--- src/rtl/fetch_stage_pkg.sv ---
// Shared fetch-stage parameters and entry types: reset PC, NOP encoding, buffer depth.
// No timing or backpressure of its own.
package fetch_stage_pkg;

    localparam logic [31:0] RESET_PC_DEF  = 32'h0000_0000;
    localparam logic [31:0] NOP_INSTR     = 32'h0000_0013;
    localparam int          BUF_DEPTH_DEF = 2;

    // One entry per granted request, matched to responses in order.
    typedef struct packed {
        logic [31:0] addr;
        logic [31:0] pc;
    } tag_t;

    // One entry per instruction waiting for decode.
    typedef struct packed {
        logic [31:0] pc;
        logic [31:0] instr;
    } fbuf_t;

    function automatic logic [31:0] word_align(input logic [31:0] a);
        return {a[31:2], 2'b00};
    endfunction

endpackage

--- src/rtl/fetch_stage_if.sv ---
// Fetch-stage bus bundle: imem request/response, redirect input, decode handoff.
// master = fetch stage, slave = environment (memory and decode).
interface fetch_stage_if;

    logic        o_IMemReq;
    logic [31:0] o_IMemAddr;
    logic        i_IMemGnt;
    logic        i_IMemRvalid;
    logic [31:0] i_IMemRdata;
    logic        i_Redirect;
    logic [31:0] i_RedirectPc;
    logic        i_Stall;
    logic        o_Valid;
    logic [31:0] o_Instr;
    logic [31:0] o_Pc;

    modport master (
        output o_IMemReq, o_IMemAddr, o_Valid, o_Instr, o_Pc,
        input  i_IMemGnt, i_IMemRvalid, i_IMemRdata, i_Redirect, i_RedirectPc, i_Stall
    );

    modport slave (
        input  o_IMemReq, o_IMemAddr, o_Valid, o_Instr, o_Pc,
        output i_IMemGnt, i_IMemRvalid, i_IMemRdata, i_Redirect, i_RedirectPc, i_Stall
    );

endinterface

--- src/rtl/fetch_stage_fifo.sv ---
// Generic in-order queue with flush. Head is combinational, a push is visible next cycle.
// No internal backpressure: the caller keeps push within capacity; flush beats push/pop.
module fetch_fifo #(
    parameter int DEPTH = 2,
    parameter int WIDTH = 64
) (
    input  logic                       core_clk,
    input  logic                       arst,
    input  logic                       flush,
    input  logic                       push,
    input  logic [WIDTH-1:0]           push_dat,
    input  logic                       pop,
    output logic [WIDTH-1:0]           head_dat,
    output logic [$clog2(DEPTH+1)-1:0] count
);

    localparam int PTR_W = (DEPTH > 1) ? $clog2(DEPTH) : 1;
    localparam int CNT_W = $clog2(DEPTH + 1);

    logic [WIDTH-1:0] mem [DEPTH];
    logic [PTR_W-1:0] wr_ptr;
    logic [PTR_W-1:0] rd_ptr;
    logic [CNT_W-1:0] cnt;
    logic             do_push;
    logic             do_pop;

    // Wrap explicitly so non-power-of-two depths work.
    function automatic logic [PTR_W-1:0] bump(input logic [PTR_W-1:0] p);
        return (p == PTR_W'(DEPTH - 1)) ? '0 : p + 1'b1;
    endfunction

    assign do_pop  = pop && !flush && (cnt != '0);
    assign do_push = push && !flush && ((cnt != CNT_W'(DEPTH)) || do_pop);

    always_ff @(posedge core_clk or posedge arst) begin
        if (arst) begin
            wr_ptr <= '0;
            rd_ptr <= '0;
            cnt    <= '0;
        end else if (flush) begin
            wr_ptr <= '0;
            rd_ptr <= '0;
            cnt    <= '0;
        end else begin
            if (do_push) wr_ptr <= bump(wr_ptr);
            if (do_pop)  rd_ptr <= bump(rd_ptr);
            cnt <= cnt + CNT_W'(do_push) - CNT_W'(do_pop);
        end
    end

    always_ff @(posedge core_clk) begin
        if (do_push) mem[wr_ptr] <= push_dat;
    end

    assign head_dat = mem[rd_ptr];
    assign count    = cnt;

endmodule

--- src/rtl/fetch_stage.sv ---
// Instruction fetch: credit-limited imem requests, in-order tag queue, fetch buffer to decode.
// Response-to-o_Valid latency 1 cycle; i_Stall holds the buffer head and withholds credits.
module fetch_stage
    import fetch_stage_pkg::*;
#(
    parameter logic [31:0] RESET_PC  = RESET_PC_DEF,
    parameter int          BUF_DEPTH = BUF_DEPTH_DEF
) (
    input  logic          i_Clk,
    input  logic          i_Rst,
    fetch_stage_if.master bus
);

    localparam int             CNT_W    = $clog2(BUF_DEPTH + 1);
    localparam logic [CNT_W:0] CRED_MAX = (CNT_W + 1)'(BUF_DEPTH);

    logic [31:0]      pc_q;
    logic [CNT_W-1:0] discard_q;
    logic [CNT_W-1:0] discard_d;
    logic [CNT_W-1:0] outstanding;
    logic [CNT_W-1:0] buffered;
    logic [CNT_W:0]   credit_used;
    logic [CNT_W:0]   in_flight;
    logic             buf_vld;
    logic             buf_pop;
    logic             req;
    logic             fire;
    logic             resp_take;
    logic             resp_drop;
    tag_t             tag_push;
    tag_t             tag_head;
    fbuf_t            buf_push;
    fbuf_t            buf_head;

    assign buf_vld = (buffered != '0);
    assign buf_pop = buf_vld && !bus.i_Stall && !bus.i_Redirect;

    // A slot freed by this cycle's pop can be re-requested at once, which keeps
    // a 1-cycle memory streaming every cycle; the sum never grows without a
    // grant, so an ungranted request stays asserted.
    assign credit_used = {1'b0, outstanding} + {1'b0, buffered} - {{CNT_W{1'b0}}, buf_pop};

    assign req  = !i_Rst && !bus.i_Redirect && (discard_q == '0) && (credit_used < CRED_MAX);
    assign fire = req && bus.i_IMemGnt;

    assign resp_take = bus.i_IMemRvalid && !bus.i_Redirect && (discard_q == '0) && (outstanding != '0);
    assign resp_drop = bus.i_IMemRvalid && (discard_q != '0);

    // On redirect everything still in the memory pipe becomes stale; a response
    // arriving in that same cycle is one of them and is consumed right away.
    assign in_flight = {1'b0, discard_q} + {1'b0, outstanding} + {{CNT_W{1'b0}}, fire};

    always_comb begin
        discard_d = discard_q;
        if (bus.i_Redirect) begin
            if (bus.i_IMemRvalid && (in_flight != '0)) discard_d = CNT_W'(in_flight - 1'b1);
            else                                      discard_d = CNT_W'(in_flight);
        end else if (resp_drop) begin
            discard_d = discard_q - 1'b1;
        end
    end

    always_ff @(posedge i_Clk or posedge i_Rst) begin
        if (i_Rst) begin
            pc_q      <= RESET_PC;
            discard_q <= '0;
        end else begin
            discard_q <= discard_d;
            if (bus.i_Redirect) pc_q <= word_align(bus.i_RedirectPc);
            else if (fire)      pc_q <= pc_q + 32'd4;
        end
    end

    assign tag_push = '{addr: pc_q, pc: pc_q};

    fetch_fifo #(
        .DEPTH (BUF_DEPTH),
        .WIDTH ($bits(tag_t))
    ) u_tag_q (
        .core_clk (i_Clk),
        .arst     (i_Rst),
        .flush    (bus.i_Redirect),
        .push     (fire),
        .push_dat (tag_push),
        .pop      (resp_take),
        .head_dat (tag_head),
        .count    (outstanding)
    );

    assign buf_push = '{pc: tag_head.pc, instr: bus.i_IMemRdata};

    fetch_fifo #(
        .DEPTH (BUF_DEPTH),
        .WIDTH ($bits(fbuf_t))
    ) u_fetch_buf (
        .core_clk (i_Clk),
        .arst     (i_Rst),
        .flush    (bus.i_Redirect),
        .push     (resp_take),
        .push_dat (buf_push),
        .pop      (buf_pop),
        .head_dat (buf_head),
        .count    (buffered)
    );

    assign bus.o_IMemReq  = req;
    assign bus.o_IMemAddr = pc_q;
    assign bus.o_Valid    = buf_vld;
    assign bus.o_Instr    = buf_vld ? buf_head.instr : NOP_INSTR;
    assign bus.o_Pc       = buf_vld ? buf_head.pc    : RESET_PC;

    // Requests stop while stale responses drain, so the two counts never sum past the depth.
    assert property (@(posedge i_Clk) disable iff (i_Rst)
        (int'(discard_q) + int'(outstanding)) <= BUF_DEPTH);

    assert property (@(posedge i_Clk) disable iff (i_Rst)
        resp_take |-> (tag_head.addr == tag_head.pc) && (tag_head.addr[1:0] == 2'b00));

endmodule

--- src/flat_wrapper.sv ---
// flat-port wrapper written by rule: the top's interface ports become plain ports
module fetch_stage_flat import fetch_stage_pkg::*;
#(
    parameter logic [31:0] RESET_PC  = RESET_PC_DEF,
    parameter int          BUF_DEPTH = BUF_DEPTH_DEF
)
  (i_Clk, i_Rst, bus_o_IMemReq, bus_o_IMemAddr, bus_o_Valid, bus_o_Instr, bus_o_Pc, bus_i_IMemGnt, bus_i_IMemRvalid, bus_i_IMemRdata, bus_i_Redirect, bus_i_RedirectPc, bus_i_Stall);
  fetch_stage_if bus_i ();
  input  logic i_Clk;
  input  logic i_Rst;
  output wire logic [$bits(bus_i.o_IMemReq)-1:0] bus_o_IMemReq;
  output wire logic [$bits(bus_i.o_IMemAddr)-1:0] bus_o_IMemAddr;
  output wire logic [$bits(bus_i.o_Valid)-1:0] bus_o_Valid;
  output wire logic [$bits(bus_i.o_Instr)-1:0] bus_o_Instr;
  output wire logic [$bits(bus_i.o_Pc)-1:0] bus_o_Pc;
  input wire logic [$bits(bus_i.i_IMemGnt)-1:0] bus_i_IMemGnt;
  input wire logic [$bits(bus_i.i_IMemRvalid)-1:0] bus_i_IMemRvalid;
  input wire logic [$bits(bus_i.i_IMemRdata)-1:0] bus_i_IMemRdata;
  input wire logic [$bits(bus_i.i_Redirect)-1:0] bus_i_Redirect;
  input wire logic [$bits(bus_i.i_RedirectPc)-1:0] bus_i_RedirectPc;
  input wire logic [$bits(bus_i.i_Stall)-1:0] bus_i_Stall;
  assign bus_o_IMemReq = bus_i.o_IMemReq;
  assign bus_o_IMemAddr = bus_i.o_IMemAddr;
  assign bus_o_Valid = bus_i.o_Valid;
  assign bus_o_Instr = bus_i.o_Instr;
  assign bus_o_Pc = bus_i.o_Pc;
  assign bus_i.i_IMemGnt = bus_i_IMemGnt;
  assign bus_i.i_IMemRvalid = bus_i_IMemRvalid;
  assign bus_i.i_IMemRdata = bus_i_IMemRdata;
  assign bus_i.i_Redirect = bus_i_Redirect;
  assign bus_i.i_RedirectPc = bus_i_RedirectPc;
  assign bus_i.i_Stall = bus_i_Stall;
  fetch_stage #(.RESET_PC(RESET_PC), .BUF_DEPTH(BUF_DEPTH)) u_core (.i_Clk(i_Clk), .i_Rst(i_Rst), .bus(bus_i));
endmodule
--- config.mk ---
export PLATFORM = sky130hd
export DESIGN_NAME = fetch_stage_flat
export DESIGN_NICKNAME = d
export VERILOG_FILES = /design/src/rtl/fetch_stage_pkg.sv /design/src/rtl/fetch_stage_if.sv /design/src/rtl/fetch_stage_fifo.sv /design/src/rtl/fetch_stage.sv /design/src/flat_wrapper.sv
export SDC_FILE = /design/constraint.sdc
export NUM_CORES = 1
export LEC_CHECK = 0
export CAP_MARGIN = 20
export CORE_MARGIN = 2
export CORE_UTILIZATION = 50
export DETAILED_ROUTE_END_ITERATION = 8
export GPL_TIMING_DRIVEN = 1
export PLACE_DENSITY = 0.77
export SLEW_MARGIN = 20
export SYNTH_ARGS = -nofsm -noshare
export SYNTH_HDL_FRONTEND = slang
export SYNTH_SLANG_ARGS = --single-unit
--- constraint.sdc ---
create_clock -name i_Clk -period 6.4 [get_ports i_Clk]
set_input_delay 0.64 -clock i_Clk [delete_from_list [all_inputs] [get_ports i_Clk]]
set_output_delay 0.64 -clock i_Clk [all_outputs]
set_load 0.02 [all_outputs]
# Yosys cells after proc, flatten, opt, wreduce, memory -nomap -nowiden
# Memories as Yosys holds them, arrays and structs flattened.
# Index checks and enable logic that the tools add are counted.
[totals] out_inout_bits=98 ram_bits=256 n_memories=2 inputBits=70 word_cells=87 regBits=42
[classes] reduce_logical=34 addsub=15 eq_ne=2 mux=25 n_lt_le_gt_ge=1
[memory_table] memory="u_core.u_fetch_buf.mem" depth=2 width=64 rd=1 rd_ports_with_merged_regs=0 write_ports=1 line="fetch_stage_fifo.sv:20" text="logic [WIDTH-1:0] mem [DEPTH];"
[memory_table] memory="u_core.u_tag_q.mem" depth=2 width=64 rd=1 rd_ports_with_merged_regs=0 write_ports=1 line="fetch_stage_fifo.sv:20"
[ops] op="$mux 32" count=4
[ops] op="$add 32x3->32 const B" count=1
[ops] op="$logic_and 1x1->1" count=18
[ops] op="$reduce_bool 2->1" count=9
[ops] op="$mux 1" count=16
[ops] op="$mux 2" count=5
[ops] op="$add 2x2->3" count=2
[ops] op="$add 1x1->1 const B" count=4
[ops] op="$add 2x1->2" count=2
[ops] op="$ne 2x2->1 const B" count=2
[ops] op="$sub 2x1->2" count=2
[ops] op="$sub 2x1->2 const B" count=2
[ops] op="$add 3x1->3" count=1
[ops] op="$logic_not 1->1" count=3
[ops] op="$lt 3x2->1 const B" count=1
[ops] op="$reduce_bool 3->1" count=1
[ops] op="$sub 3x1->3" count=1
[ops] op="$logic_not 2->1" count=1
[ops] op="$logic_or 1x1->1" count=2

# Logic depth before layout (Yosys ltp)
[logic_depth] ltp_word=12 depth_mapped=20 depth_no_buf=18

# Cells and area by module
# From an unflattened synthesis, not the netlist that was laid out.
[unflattened] cells_unflattened=767 hier_area_um2=12296.8
[by_module_without_submodules] mod="fetch_fifo" area_per_inst_um2=4838.4 instances=2 cells_each=222 seq_area_each_um2=3943.8
[by_module_without_submodules] mod="fetch_stage" area_per_inst_um2=2620.0 instances=1 cells_each=323 seq_area_each_um2=800.8

# Worst setup path before layout
# Ideal clock, no wire load.
[synth_timing] kind="in2reg" startpoint="input bus_i_Redirect" endpoint="memory u_core.u_tag_q.mem[0][31] (enable)" stages=12 path_buffers=4 required_time_ns=5.981 arrival_time_ns=4.305 slack_ns=1.677 setup_ns=0.419 cell_sequence="clkbuf_1 clkbuf_1 nor3_1 ha_1 nand2b_1 fa_1 and3b_1 and4_1 buf_2 buf_2 o31ai_1 nor2_1"
[synth_via] elab_chain_len=10 word_cells_on_any_way=18 classes_between="1 x add/sub; 1 x order compare; 2 x mux; 14 x reduce/logical"
[synth_rtl] item="start, declared" line="flat_wrapper.sv:19" text="input wire logic [$bits(bus_i.i_Redirect)-1:0] bus_i_Redirect;"
[synth_rtl] item="$logic_not 1->1 (*)"
[synth_rtl] item="$logic_and 1x1->1 (on tied branches)" line="fetch_stage.sv:36, fetch_stage.sv:46"
[synth_rtl] item="$sub 3x1->3 or $logic_and 1x1->1 (tied branches)" line="fetch_stage.sv:41, fetch_stage.sv:46"
[synth_rtl] item="$lt 3x2->1 or $logic_and 1x1->1 (tied branches)" line="fetch_stage.sv:43, fetch_stage.sv:46"
[synth_rtl] item="$logic_and 1x1->1 (on tied branches)" line="fetch_stage.sv:43, fetch_stage_fifo.sv:32"
[synth_rtl] item="$logic_and 1x1->1 (on tied branches)" line="fetch_stage.sv:44, fetch_stage_fifo.sv:32"
[synth_rtl] item="$logic_and 1x1->1 or $logic_or 1x1->1 (tied branches)" line="fetch_stage_fifo.sv:33" text="assign do_push = push && !flush && ((cnt != CNT_W'(DEPTH)) || do_pop);"
[synth_rtl] item="$logic_and 1x1->1 (*)" line="fetch_stage_fifo.sv:33"
[synth_rtl] item="$mux 1 (*)" line="fetch_stage_fifo.sv:52" text="if (do_push) mem[wr_ptr] <= push_dat;"
[synth_rtl] item="$mux 1 (implied by the code) (*)" line="fetch_stage_fifo.sv:52"
[synth_rtl] item="end, declared" line="fetch_stage_fifo.sv:20"
# Every way passes the cells marked *; elsewhere a longest branch is shown, timed or not.

# Worst setup path after layout
[layout_timing] startpoint="input bus_i_Stall" endpoint="register u_core.discard_q[0]"
[layout_via] elab_chain_len=12 word_cells_on_any_way=13 classes_between="3 x add/sub; 1 x order compare; 2 x mux; 7 x reduce/logical"
[layout_rtl] item="start, declared" line="flat_wrapper.sv:21" text="input wire logic [$bits(bus_i.i_Stall)-1:0] bus_i_Stall;"
[layout_rtl] item="$logic_not 1->1 (*)" line="fetch_stage.sv:36" text="assign buf_pop = buf_vld && !bus.i_Stall && !bus.i_Redirect;"
[layout_rtl] item="$logic_and 1x1->1 (*) (2 in a row)" line="fetch_stage.sv:36"
[layout_rtl] item="$sub 3x1->3 (*)" line="fetch_stage.sv:41" text="assign credit_used = {1'b0, outstanding} + {1'b0, buffered} - {{CNT_W{1'b0}}, buf_pop};"
[layout_rtl] item="$lt 3x2->1 (*)" line="fetch_stage.sv:43" text="assign req = !i_Rst && !bus.i_Redirect && (discard_q == '0) && (credit_used < CRED_MAX);"
[layout_rtl] item="$logic_and 1x1->1 (*)" line="fetch_stage.sv:43"
[layout_rtl] item="$logic_and 1x1->1 (*)" line="fetch_stage.sv:44" text="assign fire = req && bus.i_IMemGnt;"
[layout_rtl] item="$add 3x1->3 (*)" line="fetch_stage.sv:51" text="assign in_flight = {1'b0, discard_q} + {1'b0, outstanding} + {{CNT_W{1'b0}}, fire};"
[layout_rtl] item="branches (longest 2 deep; another with $sub 2x1->2)"
[layout_rtl] item="$mux 2 (*)" line="fetch_stage.sv:56" text="if (bus.i_IMemRvalid && (in_flight != '0)) discard_d = CNT_W'(in_flight - 1'b1);"
[layout_rtl] item="$mux 2 (*)" line="fetch_stage.sv:55" text="if (bus.i_Redirect) begin"
[layout_rtl] item="end signal, assigned" line="fetch_stage.sv:68" text="discard_q <= discard_d;"
[layout_rtl] item="end, declared" line="fetch_stage.sv:18" text="logic [CNT_W-1:0] discard_q;"
# Mark *: on every way between the ends.
# A chain may end at the register's enable or synchronous reset.

==> run metrics <==
final cell count without fillers 1046; TritonCTS Buffers 23; buffer levels on the longest clock path 3; number of routed nets with antenna violations 0; number of flip-flops and latches in the synthesized netlist 224; standby leakage power 3.98 nW; Post-DP HPWL 12400 um; setup_tns 0 ps; ranking of synthesized cells by area sky130_fd_sc_hd__edfxtp_1 (60%), sky130_fd_sc_hd__dfrtp_1 (11%), sky130_fd_sc_hd__mux2i_1 (6.9%); setup bufs post-CTS 0; Layout Area Growth over Synthesis 27.9%; fraction of the cycle the final worst path needs 75.5%; average detailed-routed wire length per instance 18.3 um; most instantiated cells after synthesis sky130_fd_sc_hd__edfxtp_1 (184), sky130_fd_sc_hd__nor2_1 (77), sky130_fd_sc_hd__mux2i_1 (64); overall die height 140 um; cell depth of the worst hold path 1; worst vdd ir 165 uV; type of the worst min-delay path register to register; violated checks design-rule violations; Iteration-0 DRC Markers 452; Reg power frac 52.2%; sequential area share after synthesis 70.4%; startpoint of the worst hold path u_core.u_tag_q.mem[1][52]$_DFFE_PP_; Final Net Count 882; clock tree from TritonCTS done; DIE AREA 19600 um2; post-synthesis area per instance 14.6 um2; share of final-layout standard cells stronger than drive strength 1 10.8%; fill count 1263; Warnings, synthesis 0; outcome finished, violations left; required time of the worst setup path 6750 ps; maximum clock skew at final layout 11.7 ps; biggest fanout along the worst timing path 18; total of hold buffers inserted after clock tree synthesis 0; switching power share of the total 23.1%; CTS HTree Levels 1; reg-to-reg critical path endpoint u_core.discard_q[0]$_DFFE_PP0P_; relative contribution of the clock network to total power 38.0%; Num Clock Sinks 224; Final Hold Viols 0; share of synthesized registers carrying an async set or reset 17.9%; global-route wire length before repair 30300 um; maximum number of pins on one net before global-route repair 65; distinct cell type count of the synthesized netlist 46; Final min period 4830 ps; Post-synth EDFFs 184; clock latency of the later-clocked register in the worst-skew pair 500 ps; number of max-capacitance violations reported 0; global-route total usage across every layer 19.5%; Reg2Reg Launch Point u_core.u_fetch_buf.count[0]$_DFF_PP0_; area of the core 18100 um2; proportion of power drawn by combinational gates 9.8%; synthesized cell area 9270 um2; biggest area consumer among synthesized cells sky130_fd_sc_hd__edfxtp_1; total of cells resized after clock tree synthesis 0; clk slew on worst S/H paths 60 ps; total of buffers placed on input and output ports 161; reg2reg setup slack 1780 ps; Horiz. Die Dim 140 um; cell-internal power 2.48 mW; max frequency 207 MHz; slew at the pin with the worst max-slew slack 866 ps; Critical Path AT 5180 ps; number of placed instances, taps included 1004; number of global-route vias before repair 5794; row cnt 49; global placement routability congestion 0.888; headroom to the max-slew limit 42.2%; I/O pins 168; remaining routing DRC violations 11; Worst Hold Endpoint u_core.u_fetch_buf.mem[0][52]$_DFFE_PP_; final count of negative-setup-slack endpoints 0; via/cell ratio 5.41; Root Driver sky130_fd_sc_hd__clkbuf_16; sum of internal, switching and leakage power 3.23 mW; GRT overflow 0; Setup crit start kind input port; top_reg_cell synth sky130_fd_sc_hd__edfxtp_1; Via Count 5664; most numerous cell in the Yosys netlist sky130_fd_sc_hd__edfxtp_1; total length of routed wires 19100 um; Worst Reg-to-Reg Cells 17; CP Capture Type register; setup repair after global routing missed its margin no; max-slew violation count 0; diodes inserted 0; net switching component of the power 0.747 mW; Post-Syn Instances 633; share of Yosys cell area claimed by the top area cell type 59.6%; antenna violations before repair 0; path type of the worst setup path input port to register; effective utilization at floorplan 51.2%; Pre-Repair DR Iteration Count 7; PwrDens 273 nW/um2
[power groups by stage]
| stage | Combinational, mW | Clock [mW] | Sequential (mW) |
|---|---|---|---|
| 2_1_floorplan | 0.152 | 0 | 1.72 |
| 3_3_place_gp | 0.294 | 0 | 1.71 |
| 3_5_place_dp | 0.312 | 0 | 1.72 |
| 4_1_cts | 0.315 | 1.25 | 1.69 |
| 5_1_grt | 0.343 | 1.31 | 1.69 |
| 6_report | 0.317 | 1.23 | 1.69 |
[per-layer routing]
metal	GRT usage [%]	routed length [um]
met5	0	0
met4	6.38	461
met3	2.91	1110
met2	34.1	9670
met1	25.2	7870
[metrics by stage]
step | hold slack (ps) | worst slack [ps] | util [%] | cell area, um2
2_1_floorplan | 537 | 1680 | - | 9280
3_3_place_gp | 529 | 1320 | 61.5 | 11100
3_5_place_dp | 535 | 1090 | 61.5 | 11100
4_1_cts | 551 | 1610 | 65.4 | 11800
5_1_grt | 580 | 1300 | 65.5 | 11900
6_report | 567 | 1570 | 65.5 | 11900
[how the worst max path moves through the flow]
stage	from	endpoint	slack [ps]	cells after the start
after CTS	bus_i_Stall	u_core.discard_q[0]$_DFFE_PP0P_	1610	17
after global placement	bus_i_Stall	u_core.discard_q[1]$_DFFE_PP0P_	1320	18
after global routing	bus_i_Stall	u_core.discard_q[0]$_DFFE_PP0P_	1300	17
final	bus_i_Stall	u_core.discard_q[0]$_DFFE_PP0P_	1570	17
after detailed placement	bus_i_Stall	u_core.discard_q[0]$_DFFE_PP0P_	1090	17
after floorplan	bus_i_Redirect	u_core.u_tag_q.mem[0][31]$_DFFE_PP_	1680	12
[cell usage in the layout, fill, tap and decap left out, types with 14 or more instances in the layout]
cell and instances:
sky130_fd_sc_hd__dfrtp_1 39, sky130_fd_sc_hd__nand2_1 44, sky130_fd_sc_hd__o21ai_0 20, sky130_fd_sc_hd__edfxtp_1 184
sky130_fd_sc_hd__clkdlybuf4s50_1 160, sky130_fd_sc_hd__mux2_2 30, sky130_fd_sc_hd__nor2_1 73, sky130_fd_sc_hd__mux2i_1 64
sky130_fd_sc_hd__inv_1 17, sky130_fd_sc_hd__nand3_1 14, sky130_fd_sc_hd__clkbuf_16 23
[cell type report]
type / count / area [um2] / share of cell area [%]
clock buffers: 27 / 591 / 4.98
well taps: 229 / 287 / 2.42
flip-flops and latches: 224 / 6530 / 55.1
inverters: 18 / 67.6 / 0.570
clock inverters: 14 / 106 / 0.897
repair buffers: 170 / 1690 / 14.3
multi-input cells: 364 / 2570 / 21.7
[registers in the layout, summed over array words and instances, names as in the netlist]
name	count
u_core.u_fetch_buf.mem	124
u_core.u_tag_q.mem	60
u_core.bus.o_IMemAddr	30
u_core.discard_q	2
u_core.u_fetch_buf.count	2
u_core.u_tag_q.count	2
u_core.u_fetch_buf.rd_ptr	1
u_core.u_fetch_buf.wr_ptr	1
u_core.u_tag_q.rd_ptr	1
u_core.u_tag_q.wr_ptr	1
[critical path, cell delays in order]
cell                              delay [ps]
sky130_fd_sc_hd__clkdlybuf4s50_1         480
sky130_fd_sc_hd__nor3_1                  250
sky130_fd_sc_hd__ha_1                    270
sky130_fd_sc_hd__nand2b_1                150
sky130_fd_sc_hd__fa_1                    490
sky130_fd_sc_hd__and3b_1                 180
sky130_fd_sc_hd__and4_1                  660
sky130_fd_sc_hd__inv_2                   220
sky130_fd_sc_hd__fa_1                    410
sky130_fd_sc_hd__inv_1                    70
sky130_fd_sc_hd__fa_1                    430
sky130_fd_sc_hd__inv_1                    90
sky130_fd_sc_hd__ha_1                    150
sky130_fd_sc_hd__inv_1                    40
sky130_fd_sc_hd__o21ai_0                 350
sky130_fd_sc_hd__xnor2_1                 180
sky130_fd_sc_hd__o21ai_0                 110
[cell families (layout without fill, tap and decap cells)]
family / after synthesis / after routing / synth area share (%)
flip-flops: 224 / 224 / 70.4
AND/OR/NAND/NOR: 177 / 177 / 8.95
multiplexers: 94 / 94 / 10.6
AO/OA/AOI/OAI: 55 / 55 / 3.98
buffers and inverters: 48 / 229 / 2.15
XOR/XNOR: 23 / 23 / 2.17
adder cells (fa/ha/maj): 11 / 11 / 1.73
other: 1 / 4 / 0.0405
Power figures use the tool's default switching activity.
